==> config.mk <==
export PLATFORM = sky130hd
export DESIGN_NAME = tao_decode_stage
export DESIGN_NICKNAME = d
export VERILOG_FILES = /design/src/rtl/tao_decode_stage.sv
export SDC_FILE = /design/constraint.sdc
export NUM_CORES = 1
export LEC_CHECK = 0
export ABC_CLOCK_PERIOD_IN_PS = 8700
export CORE_ASPECT_RATIO = 0.5
export CORE_MARGIN = 1.5
export CORE_UTILIZATION = 45
export CTS_CLUSTER_SIZE = 20
export DETAILED_ROUTE_END_ITERATION = 7
export PLACE_DENSITY = 0.7
export SYNTH_ARGS = -nofsm -noshare
export SYNTH_HDL_FRONTEND = slang
export SYNTH_SLANG_ARGS = --single-unit
==> constraint.sdc <==
create_clock -name clk -period 8.7 [get_ports clk]
set_input_delay 1.74 -clock clk [delete_from_list [all_inputs] [get_ports clk]]
set_output_delay 1.74 -clock clk [all_outputs]
set_load 0.02 [all_outputs]
==> src/rtl/tao_decode_stage.sv <==
// RV32I/RV32E decode stage: combinational decode of the incoming word into a control packet,
// held in a 2-entry elastic buffer (output register + skid register) so i_ready is a flop.
module tao_decode_stage #(
  parameter int REG_AW = 4,
  parameter int XLEN   = 32
) (
  input  logic              clk,
  input  logic              rst,
  input  logic              i_valid,
  output logic              i_ready,
  input  logic [31:0]       i_inst,
  input  logic [XLEN-1:0]   i_pc,
  input  logic              i_flush,
  output logic              o_valid,
  input  logic              o_ready,
  output logic [XLEN-1:0]   o_pc,
  output logic              o_rs1en,
  output logic              o_rs2en,
  output logic              o_rdwen,
  output logic [REG_AW-1:0] o_rs1idx,
  output logic [REG_AW-1:0] o_rs2idx,
  output logic [REG_AW-1:0] o_rdidx,
  output logic [31:0]       o_imm,
  output logic [3:0]        o_alu_op,
  output logic [1:0]        o_op1_sel,
  output logic [1:0]        o_op2_sel,
  output logic              o_branch,
  output logic [2:0]        o_br_type,
  output logic              o_jump,
  output logic              o_jalr,
  output logic              o_load,
  output logic              o_store,
  output logic [1:0]        o_mem_size,
  output logic              o_mem_uns,
  output logic              o_ecall,
  output logic              o_ebreak,
  output logic              o_illegal
);

  localparam logic [6:0] OPC_LUI    = 7'b0110111;
  localparam logic [6:0] OPC_AUIPC  = 7'b0010111;
  localparam logic [6:0] OPC_JAL    = 7'b1101111;
  localparam logic [6:0] OPC_JALR   = 7'b1100111;
  localparam logic [6:0] OPC_BRANCH = 7'b1100011;
  localparam logic [6:0] OPC_LOAD   = 7'b0000011;
  localparam logic [6:0] OPC_STORE  = 7'b0100011;
  localparam logic [6:0] OPC_OPIMM  = 7'b0010011;
  localparam logic [6:0] OPC_OP     = 7'b0110011;
  localparam logic [6:0] OPC_FENCE  = 7'b0001111;
  localparam logic [6:0] OPC_SYSTEM = 7'b1110011;

  localparam logic [3:0] ALU_ADD  = 4'd0;
  localparam logic [3:0] ALU_SUB  = 4'd1;
  localparam logic [3:0] ALU_SLL  = 4'd2;
  localparam logic [3:0] ALU_SLT  = 4'd3;
  localparam logic [3:0] ALU_SLTU = 4'd4;
  localparam logic [3:0] ALU_XOR  = 4'd5;
  localparam logic [3:0] ALU_SRL  = 4'd6;
  localparam logic [3:0] ALU_SRA  = 4'd7;
  localparam logic [3:0] ALU_OR   = 4'd8;
  localparam logic [3:0] ALU_AND  = 4'd9;

  localparam logic [1:0] OP1_PC   = 2'd1;
  localparam logic [1:0] OP1_ZERO = 2'd2;
  localparam logic [1:0] OP2_IMM  = 2'd1;
  localparam logic [1:0] OP2_FOUR = 2'd2;

  typedef struct packed {
    logic [XLEN-1:0]   pc;
    logic              rs1en;
    logic              rs2en;
    logic              rdwen;
    logic [REG_AW-1:0] rs1idx;
    logic [REG_AW-1:0] rs2idx;
    logic [REG_AW-1:0] rdidx;
    logic [31:0]       imm;
    logic [3:0]        alu_op;
    logic [1:0]        op1_sel;
    logic [1:0]        op2_sel;
    logic              branch;
    logic [2:0]        br_type;
    logic              jump;
    logic              jalr;
    logic              load;
    logic              store;
    logic [1:0]        mem_size;
    logic              mem_uns;
    logic              ecall;
    logic              ebreak;
    logic              illegal;
  } pkt_t;

  // alt selects SUB/SRA; callers only raise it where funct7[5] is meaningful
  function automatic logic [3:0] alu_sel(input logic [2:0] f3, input logic alt);
    case (f3)
      3'b000:  alu_sel = alt ? ALU_SUB : ALU_ADD;
      3'b001:  alu_sel = ALU_SLL;
      3'b010:  alu_sel = ALU_SLT;
      3'b011:  alu_sel = ALU_SLTU;
      3'b100:  alu_sel = ALU_XOR;
      3'b101:  alu_sel = alt ? ALU_SRA : ALU_SRL;
      3'b110:  alu_sel = ALU_OR;
      default: alu_sel = ALU_AND;
    endcase
  endfunction

  logic [6:0]  opcode;
  logic [2:0]  f3;
  logic [6:0]  f7;
  logic [4:0]  rd_f;
  logic [4:0]  rs1_f;
  logic [4:0]  rs2_f;
  logic [31:0] imm_i;
  logic [31:0] imm_s;
  logic [31:0] imm_b;
  logic [31:0] imm_u;
  logic [31:0] imm_j;
  logic        ill;
  pkt_t        dec;

  assign opcode = i_inst[6:0];
  assign f3     = i_inst[14:12];
  assign f7     = i_inst[31:25];
  assign rd_f   = i_inst[11:7];
  assign rs1_f  = i_inst[19:15];
  assign rs2_f  = i_inst[24:20];
  assign imm_i  = {{21{i_inst[31]}}, i_inst[30:20]};
  assign imm_s  = {{21{i_inst[31]}}, i_inst[30:25], i_inst[11:7]};
  assign imm_b  = {{20{i_inst[31]}}, i_inst[7], i_inst[30:25], i_inst[11:8], 1'b0};
  assign imm_u  = {i_inst[31:12], 12'b0};
  assign imm_j  = {{12{i_inst[31]}}, i_inst[19:12], i_inst[20], i_inst[30:21], 1'b0};

  always_comb begin
    dec = '0;
    ill = 1'b0;
    case (opcode)
      OPC_LUI: begin
        dec.rdwen = 1'b1; dec.imm = imm_u;
        dec.op1_sel = OP1_ZERO; dec.op2_sel = OP2_IMM;
      end
      OPC_AUIPC: begin
        dec.rdwen = 1'b1; dec.imm = imm_u;
        dec.op1_sel = OP1_PC; dec.op2_sel = OP2_IMM;
      end
      OPC_JAL: begin
        dec.rdwen = 1'b1; dec.imm = imm_j; dec.jump = 1'b1;
        dec.op1_sel = OP1_PC; dec.op2_sel = OP2_FOUR;
      end
      OPC_JALR: begin
        dec.rs1en = 1'b1; dec.rdwen = 1'b1; dec.imm = imm_i;
        dec.jump = 1'b1; dec.jalr = 1'b1;
        dec.op1_sel = OP1_PC; dec.op2_sel = OP2_FOUR;
        ill = (f3 != 3'b000);
      end
      OPC_BRANCH: begin
        dec.rs1en = 1'b1; dec.rs2en = 1'b1; dec.imm = imm_b;
        dec.alu_op = ALU_SUB; dec.branch = 1'b1; dec.br_type = f3;
        ill = (f3[2:1] == 2'b01);
      end
      OPC_LOAD: begin
        dec.rs1en = 1'b1; dec.rdwen = 1'b1; dec.imm = imm_i; dec.op2_sel = OP2_IMM;
        dec.load = 1'b1; dec.mem_size = f3[1:0]; dec.mem_uns = f3[2];
        ill = (f3 == 3'b011) || (f3[2:1] == 2'b11);
      end
      OPC_STORE: begin
        dec.rs1en = 1'b1; dec.rs2en = 1'b1; dec.imm = imm_s; dec.op2_sel = OP2_IMM;
        dec.store = 1'b1; dec.mem_size = f3[1:0];
        ill = (f3 >= 3'b011);
      end
      OPC_OPIMM: begin
        dec.rs1en = 1'b1; dec.rdwen = 1'b1; dec.imm = imm_i; dec.op2_sel = OP2_IMM;
        dec.alu_op = alu_sel(f3, (f3 == 3'b101) && f7[5]);
        if (f3 == 3'b001)
          ill = (f7 != 7'b0000000);
        else if (f3 == 3'b101)
          ill = (f7 != 7'b0000000) && (f7 != 7'b0100000);
      end
      OPC_OP: begin
        dec.rs1en = 1'b1; dec.rs2en = 1'b1; dec.rdwen = 1'b1;
        dec.alu_op = alu_sel(f3, f7[5]);
        ill = (f7 != 7'b0000000) &&
              !((f7 == 7'b0100000) && ((f3 == 3'b000) || (f3 == 3'b101)));
      end
      OPC_FENCE: dec = '0;
      OPC_SYSTEM: begin
        if (i_inst == 32'h0000_0073)      dec.ecall  = 1'b1;
        else if (i_inst == 32'h0010_0073) dec.ebreak = 1'b1;
        else                              ill = 1'b1;
      end
      default: ill = 1'b1;
    endcase
    // RV32E has only x0-x15: any index actually used with bit 4 set is an exception
    if (REG_AW == 4)
      ill = ill | (dec.rs1en & rs1_f[4]) | (dec.rs2en & rs2_f[4]) | (dec.rdwen & rd_f[4]);
    if (rd_f == 5'd0)
      dec.rdwen = 1'b0;
    dec.rs1idx = rs1_f[REG_AW-1:0];
    dec.rs2idx = rs2_f[REG_AW-1:0];
    dec.rdidx  = rd_f[REG_AW-1:0];
    if (ill) begin
      dec = '0;
      dec.illegal = 1'b1;
    end
    dec.pc = i_pc;
  end

  pkt_t out_q, out_d, skid_q, skid_d;
  logic vld_q, vld_d, skid_vld_q, skid_vld_d;
  logic accept, load_out;

  assign i_ready  = !skid_vld_q;
  assign accept   = i_valid & i_ready;
  assign load_out = !vld_q | o_ready;

  always_comb begin
    out_d      = out_q;
    vld_d      = vld_q;
    skid_d     = skid_q;
    skid_vld_d = skid_vld_q;
    if (i_flush) begin
      vld_d      = 1'b0;
      skid_vld_d = 1'b0;
    end else if (load_out) begin
      // skid holds the older instruction, and i_ready is low whenever it is full
      if (skid_vld_q) begin
        out_d      = skid_q;
        vld_d      = 1'b1;
        skid_vld_d = 1'b0;
      end else if (accept) begin
        out_d = dec;
        vld_d = 1'b1;
      end else begin
        vld_d = 1'b0;
      end
    end else if (accept) begin
      skid_d     = dec;
      skid_vld_d = 1'b1;
    end
  end

  // decode -> packet register boundary
  always_ff @(posedge clk or posedge rst) begin
    if (rst) begin
      out_q      <= '0;
      skid_q     <= '0;
      vld_q      <= 1'b0;
      skid_vld_q <= 1'b0;
    end else begin
      out_q      <= out_d;
      skid_q     <= skid_d;
      vld_q      <= vld_d;
      skid_vld_q <= skid_vld_d;
    end
  end

  assign o_valid    = vld_q;
  assign o_pc       = out_q.pc;
  assign o_rs1en    = out_q.rs1en;
  assign o_rs2en    = out_q.rs2en;
  assign o_rdwen    = out_q.rdwen;
  assign o_rs1idx   = out_q.rs1idx;
  assign o_rs2idx   = out_q.rs2idx;
  assign o_rdidx    = out_q.rdidx;
  assign o_imm      = out_q.imm;
  assign o_alu_op   = out_q.alu_op;
  assign o_op1_sel  = out_q.op1_sel;
  assign o_op2_sel  = out_q.op2_sel;
  assign o_branch   = out_q.branch;
  assign o_br_type  = out_q.br_type;
  assign o_jump     = out_q.jump;
  assign o_jalr     = out_q.jalr;
  assign o_load     = out_q.load;
  assign o_store    = out_q.store;
  assign o_mem_size = out_q.mem_size;
  assign o_mem_uns  = out_q.mem_uns;
  assign o_ecall    = out_q.ecall;
  assign o_ebreak   = out_q.ebreak;
  assign o_illegal  = out_q.illegal;

endmodule

==> results of run 1 <==
==> worst min path at each step <==
stage | from | endpoint | slack [ns] | cells past startpoint
finish | skid_q[23]$_DFFE_PP0P_ | skid_q[23]$_DFFE_PP0P_ | 0.47 | 2
global route | skid_q[44]$_DFFE_PP0P_ | skid_q[44]$_DFFE_PP0P_ | 0.50 | 2
CTS | skid_q[33]$_DFFE_PP0P_ | skid_q[33]$_DFFE_PP0P_ | 0.47 | 2
detailed placement | skid_q[33]$_DFFE_PP0P_ | skid_q[33]$_DFFE_PP0P_ | 0.46 | 2
global placement | skid_q[19]$_DFFE_PP0P_ | skid_q[19]$_DFFE_PP0P_ | 0.45 | 2
floorplan | skid_q[14]$_DFFE_PP0P_ | skid_q[14]$_DFFE_PP0P_ | 0.44 | 2
==> synth_stat cells, types with 3 or more instances <==
cell / n
nand2b_1: 3
o31ai_2: 42
a21oi_1: 94
nand4_1: 7
buf_6: 7
nand2_1: 244
nor4_1: 8
buf_1: 5
nor2_1: 25
inv_1: 6
o31ai_1: 41
and3_1: 62
mux2i_1: 34
dfrtp_1: 202
nor2b_1: 3
nor3_1: 9
nand3_1: 21
o211ai_1: 4
clkbuf_1: 72
a22oi_1: 5
o21a_1: 3
o21ai_1: 7
buf_2: 3
o21ai_0: 76
==> logic make-up (layout without fill, tap and decap cells) <==
kind of cell	count (synthesis)	count (layout)	share of synthesized area [%]
AOI/OAI and AO/OA	293	293	20.7
xor gates and xnor gates	1	1	0.0910
buffers and inverters	95	221	4.33
DFF	202	202	52.5
muxes	35	35	3.65
and+or+nand+nor	396	396	18.7
==> layout make-up <==
class,count,area (um2)
Sequential cell,202,5060
Multi-Input combinational cell,725,4190
Tap cell,273,342
Inverter,7,33.8
Timing Repair Buffer,179,1770
Clock inverter,5,56.3
Clock buffer,30,599
Fill cell,1802,8690
==> critical path, delay by kind of cell <==
family          cells  cell delay (ns)
compound gates      2             0.65
simple gates        4             2.29
buf+inv             2             1.11
==> where the power goes <==
| part | switching (W) | internal [W] | total (W) |
|---|---|---|---|
| clock | 0.000370 | 0.000507 | 0.000877 |
| sequential | 0.0000387 | 0.00101 | 0.00105 |
| combinational | 0.000189 | 0.000127 | 0.000316 |
| total | 0.000598 | 0.00164 | 0.00224 |
==> registers in the layout (all words and copies together), names as in the netlist, 2 cells and up <==
name        count
skid_q        100
o_imm          32
o_pc           32
o_alu_op        4
o_rdidx         4
o_rs1idx        4
o_rs2idx        4
o_br_type       3
o_mem_size      2
o_op1_sel       2
o_op2_sel       2
==> routing by layer <==
metal | vias to the layer above | part of all wire (%)
met4 | 0 | 1.9
met3 | 36 | 5.6
met1 | 4072 | 46
li1 | 3834 | -
met2 | 258 | 46
met5 | - | 0
==> through the flow <==
step / power (W) / instances / area [um2] / utilization [%]
floorplan: 0.00123 / 1022 / 9620 / -
global placement: 0.00137 / 1386 / 11400 / 54.9
detailed placement: 0.00138 / 1386 / 11400 / 54.9
CTS: 0.00226 / 1421 / 12100 / 58.1
global route: 0.00234 / 1421 / 12100 / 58.1
finish: 0.00224 / 1421 / 12100 / 58.1
==> results.cfg, run 1 <==
[outcome]
status = completed

[synthesis]
synthFlopType = dfrtp_1
yosys.area.top_type_share_pct = 52.5
synthCells = 1022
syn_avg_cell_area_um2 = 9.42
ys_types = 55
synth_area_leaders = dfrtp_1 (53%), nand2_1 (9.5%), o31ai_2 (5.5%)
synth_nets = 1091
synthesis.area_um2 = 9620
yosysTopAreaCell = dfrtp_1
synth_edf_count = 0
async_flop_share_pct = 100
synth_seq_cells = 202
yosysSeqAreaShare_pct = 52.5
yosysWarnings = 0

[critical_path]
reg2reg_to = o_pc[2]$_DFFE_PP0P_
cp-end-kind = flop
crit_path_start_kind = primary input
worstPathRequired_ns = 9.11
cp_cell_sequence = clkdlybuf4s50_1, nor4_1, nand2_1, o2111a_1, nor4_4, nand4_1, buf_4, o31ai_1
cp_max_fo = 42
cp_slowest_cell = nand4_1
slowest_delay_ns = 0.89
crit_arrival_ns = 5.82
crit_end = o_imm[24]$_DFFE_PP0P_
crit_path_start = i_inst[25]
reg2reg_slack_ns = 5.60
r2r_start = skid_vld_q$_DFFE_PP0P_
criticalPathCategory = primary input to flop
reg2regPathDepth = 5

[grt]
use_met1_pct = 35.9
top_usage_layer = met2
grt_max_degree = 122
globalRouteTotalUtil_pct = 24.9
grt_pass1_wl_um = 44500
grt_pass1_vias = 7918
grt_use_met2_pct = 39.2
antenna_found_initial = 0
grtUsageMet3_pct = 4.46
overflow = 0

[cells_and_area]
drive_above_1_share_pct = 8.10
final_cell_mix = nand2_1 (242), dfrtp_1 (201), clkdlybuf4s50_1 (171)
fin_nets = 1204
final_common_cell = nand2_1
n_antenna_cell = 0
area_growth_pct = 25.2

[timing]
fin_hold_ws_ns = 0.472
drv_slew = 0
hold_viol = 0
fin_crit_sh_pct = 62.2
rsz0062_at_grt = false
relSlewSlack_pct = 21.3
tns_ns = 0
worstMarginPinSlew_ns = 1.18
worst_slack_ns = 3.29
clock_skew_ns = 0.0127
max_freq_ghz = 0.185
setup_violations = 0
period_needed_ns = 5.41

[route]
drtAntennaViolNets = 0
drt_iter0_drc = 828
vias = 8200
routedWlPerCell_um = 19.4
post-route-drc-count = 0
routed_wl_um = 27600
drt_first_pass_iters = 5
routed_via_density = 5.77

[clock_tree]
cts_max_level = 1
clock-sinks = 202
cts-root-buf = clkbuf_16
numCtsBuffers = 20
cts_setup_buffers = 0
cts.path.max_buffers = 3
cts_resized = 0
cts_hold_buf = 0
clkSlewWorstSetupHoldPaths_ns = 0.07
insertion_delay_ns = 0.51
cts_tree = built

[floorplan]
num_rows = 37
ioPinCount = 172
die_w_um = 210
start_util_pct = 46.4
core_um2 = 20700
die_h_um = 106
die_area_um2 = 22300

[place]
preCtsSetupSlack_ns = 2.85
gp_congestion = 0.846
io_buffers = 171
dpl.hpwl_um = 17400

[flow_run]
max_cap_violations = 0

[power]
total_leakage_power_nw = 5.23
powerDensity_nw_per_um2 = 186
irDropWorstVdd_mv = 0.111

[min_path]
hp-class = flop to flop
Note: power is estimated with default switching activity, not from simulation.
==> inputs of run 2 (changes only) <==
- ABC_CLOCK_PERIOD_IN_PS: 8700 -> 4710
- PLACE_DENSITY: 0.7 -> 0.73
- clock period: 8.7 -> 4.71 ns (I/O delays scaled with it)
==> run 2 against run 1 <==
  * Largest power group unchanged
  * Critical endpoint is now o_imm[29]$_DFFE_PP0P_
  * Count of clock-buffer cells in the layout down 1
  * Critical path type unchanged
  * Clock power up 96%
  * Register-to-register slack worse by 3.5 ns
==> results.cfg, run 2 (synthesis results as in run 1) <==
[outcome]
status = completed

[critical_path]
criticalPathCategory = primary input to flop
reg2reg_slack_ns = 2.13
cp_max_fo = 43
crit_path_start_kind = primary input
crit_arrival_ns = 3.96
worstPathRequired_ns = 5.10
cpLargestDelayFamily = buffers and inverters
cp-end-kind = flop
path_buf_inv = 2
cp_slowest_cell = clkdlybuf4s50_1
slowest_delay_ns = 0.81
cp_cell_sequence = clkdlybuf4s50_1, nor2_1, a311o_1, a211o_1, nor4_4, nand4_1, buf_4, o31ai_1

[timing]
clock_skew_ns = 0.00917
hold_viol = 0
worstMarginPinSlew_ns = 0.893
setup_violations = 0
period_needed_ns = 3.57
rsz0062_at_grt = false
drv_slew = 0
max_freq_ghz = 0.280
tns_ns = 0
fin_crit_sh_pct = 75.7
relSlewSlack_pct = 40.0

[clock_tree]
insertion_delay_ns = 0.50
cts-root-buf = clkbuf_16
numCtsBuffers = 20
cts_resized = 0
cts_max_level = 1
clkSlewWorstSetupHoldPaths_ns = 0.06
cts_hold_buf = 0
cts.path.max_buffers = 3
cts_setup_buffers = 0
clock-sinks = 202
cts_tree = built

[cells_and_area]
n_fill_cell = 1760
fin_nets = 1220
area_growth_pct = 27.1
regMostFlops = skid_q
drive_above_1_share_pct = 9.53
n_antenna_cell = 0
fin_cells = 1438
final_common_cell = nand2_1
largest_reg_flops = 100
final_cell_mix = nand2_1 (242), dfrtp_1 (201), clkdlybuf4s50_1 (171)

[grt]
grt_pass1_vias = 8061
globalRouteTotalUtil_pct = 25.1
overflow = 0
antenna_found_initial = 0
grt_pass1_wl_um = 44900
grt_max_degree = 96

[power]
total_power_w = 0.00425
irDropWorstVdd_mv = 0.183
total_leakage_power_nw = 5.33
powerDensity_nw_per_um2 = 348

[floorplan]
start_util_pct = 46.4
die_area_um2 = 22300
num_rows = 37
core_um2 = 20700
ioPinCount = 172
die_h_um = 106
die_w_um = 210

[route]
post-route-drc-count = 0
drt_iter0_drc = 877
drtAntennaViolNets = 0
vias = 8248
drt_first_pass_iters = 5
routed_wl_um = 27700
routed_via_density = 5.74
routedWlPerCell_um = 19.3

[place]
gp_congestion = 0.837
io_buffers = 171
placedCellCount = 1402
dpl.hpwl_um = 18200

[min_path]
hp-class = flop to flop

[flow_run]
max_cap_violations = 0
==> run 2: area by class of cell <==
class | instances | area [um2] | area share [%]
clock buffer | 29 | 596 | 4.87
clock inverter | 7 | 110 | 0.900
inverter | 7 | 30.0 | 0.245
multi-input combinational | 725 | 4180 | 34.2
sequential | 202 | 5060 | 41.4
tap | 273 | 342 | 2.79
timing repair buffer | 195 | 1920 | 15.7
==> run 2: where the power goes <==
part	internal, W	total, W	switching [W]
logic	0.000243	0.000595	0.000352
clock network	0.00104	0.00172	0.000681
registers	0.00186	0.00193	0.0000717
total	0.00315	0.00425	0.00110
==> run 2: per-layer routing <==
metal  global-route usage (%)  up-vias  part of all wire [%]
met2                     39.7      275                    46
met5                        0        -                     0
met4                     5.91        0                   1.6
met1                     36.4     4080                    46
li1                         -     3853                     -
met3                     3.72       40                   5.9
==> run 2: worst min-delay path: stages (launching register included) <==
cell and delay [ns]:
dfrtp_1 0.33, nand2_1 0.05, o31ai_1 0.05
==> run 2: final timing paths <==
path                                          endpoint                    from  cells past startpoint
worst max-delay path             o_imm[29]$_DFFE_PP0P_               i_inst[3]                      8
worst min-delay path            skid_q[58]$_DFFE_PP0P_  skid_q[58]$_DFFE_PP0P_                      2
worst max register to register  skid_q[43]$_DFFE_PP0P_  skid_vld_q$_DFFE_PP0P_                      5
worst min register to register  skid_q[58]$_DFFE_PP0P_  skid_q[58]$_DFFE_PP0P_                      2
max in group asynchronous        o_imm[28]$_DFFE_PP0P_                     rst                      3
min in group asynchronous         o_pc[27]$_DFFE_PP0P_                     rst                      2
==> run 2: per-stage QoR <==
step           hold WS (ns)  cell area [um2]  worst slack (ns)  util, %
5_1_grt               0.487            12200             0.960     59.0
3_3_place_gp          0.451            11500             0.792     55.6
2_1_floorplan         0.440             9630              1.15        -
4_1_cts               0.471            12200              1.20     59.0
6_report              0.469            12200              1.14     59.0
3_5_place_dp          0.458            11500             0.715     55.6
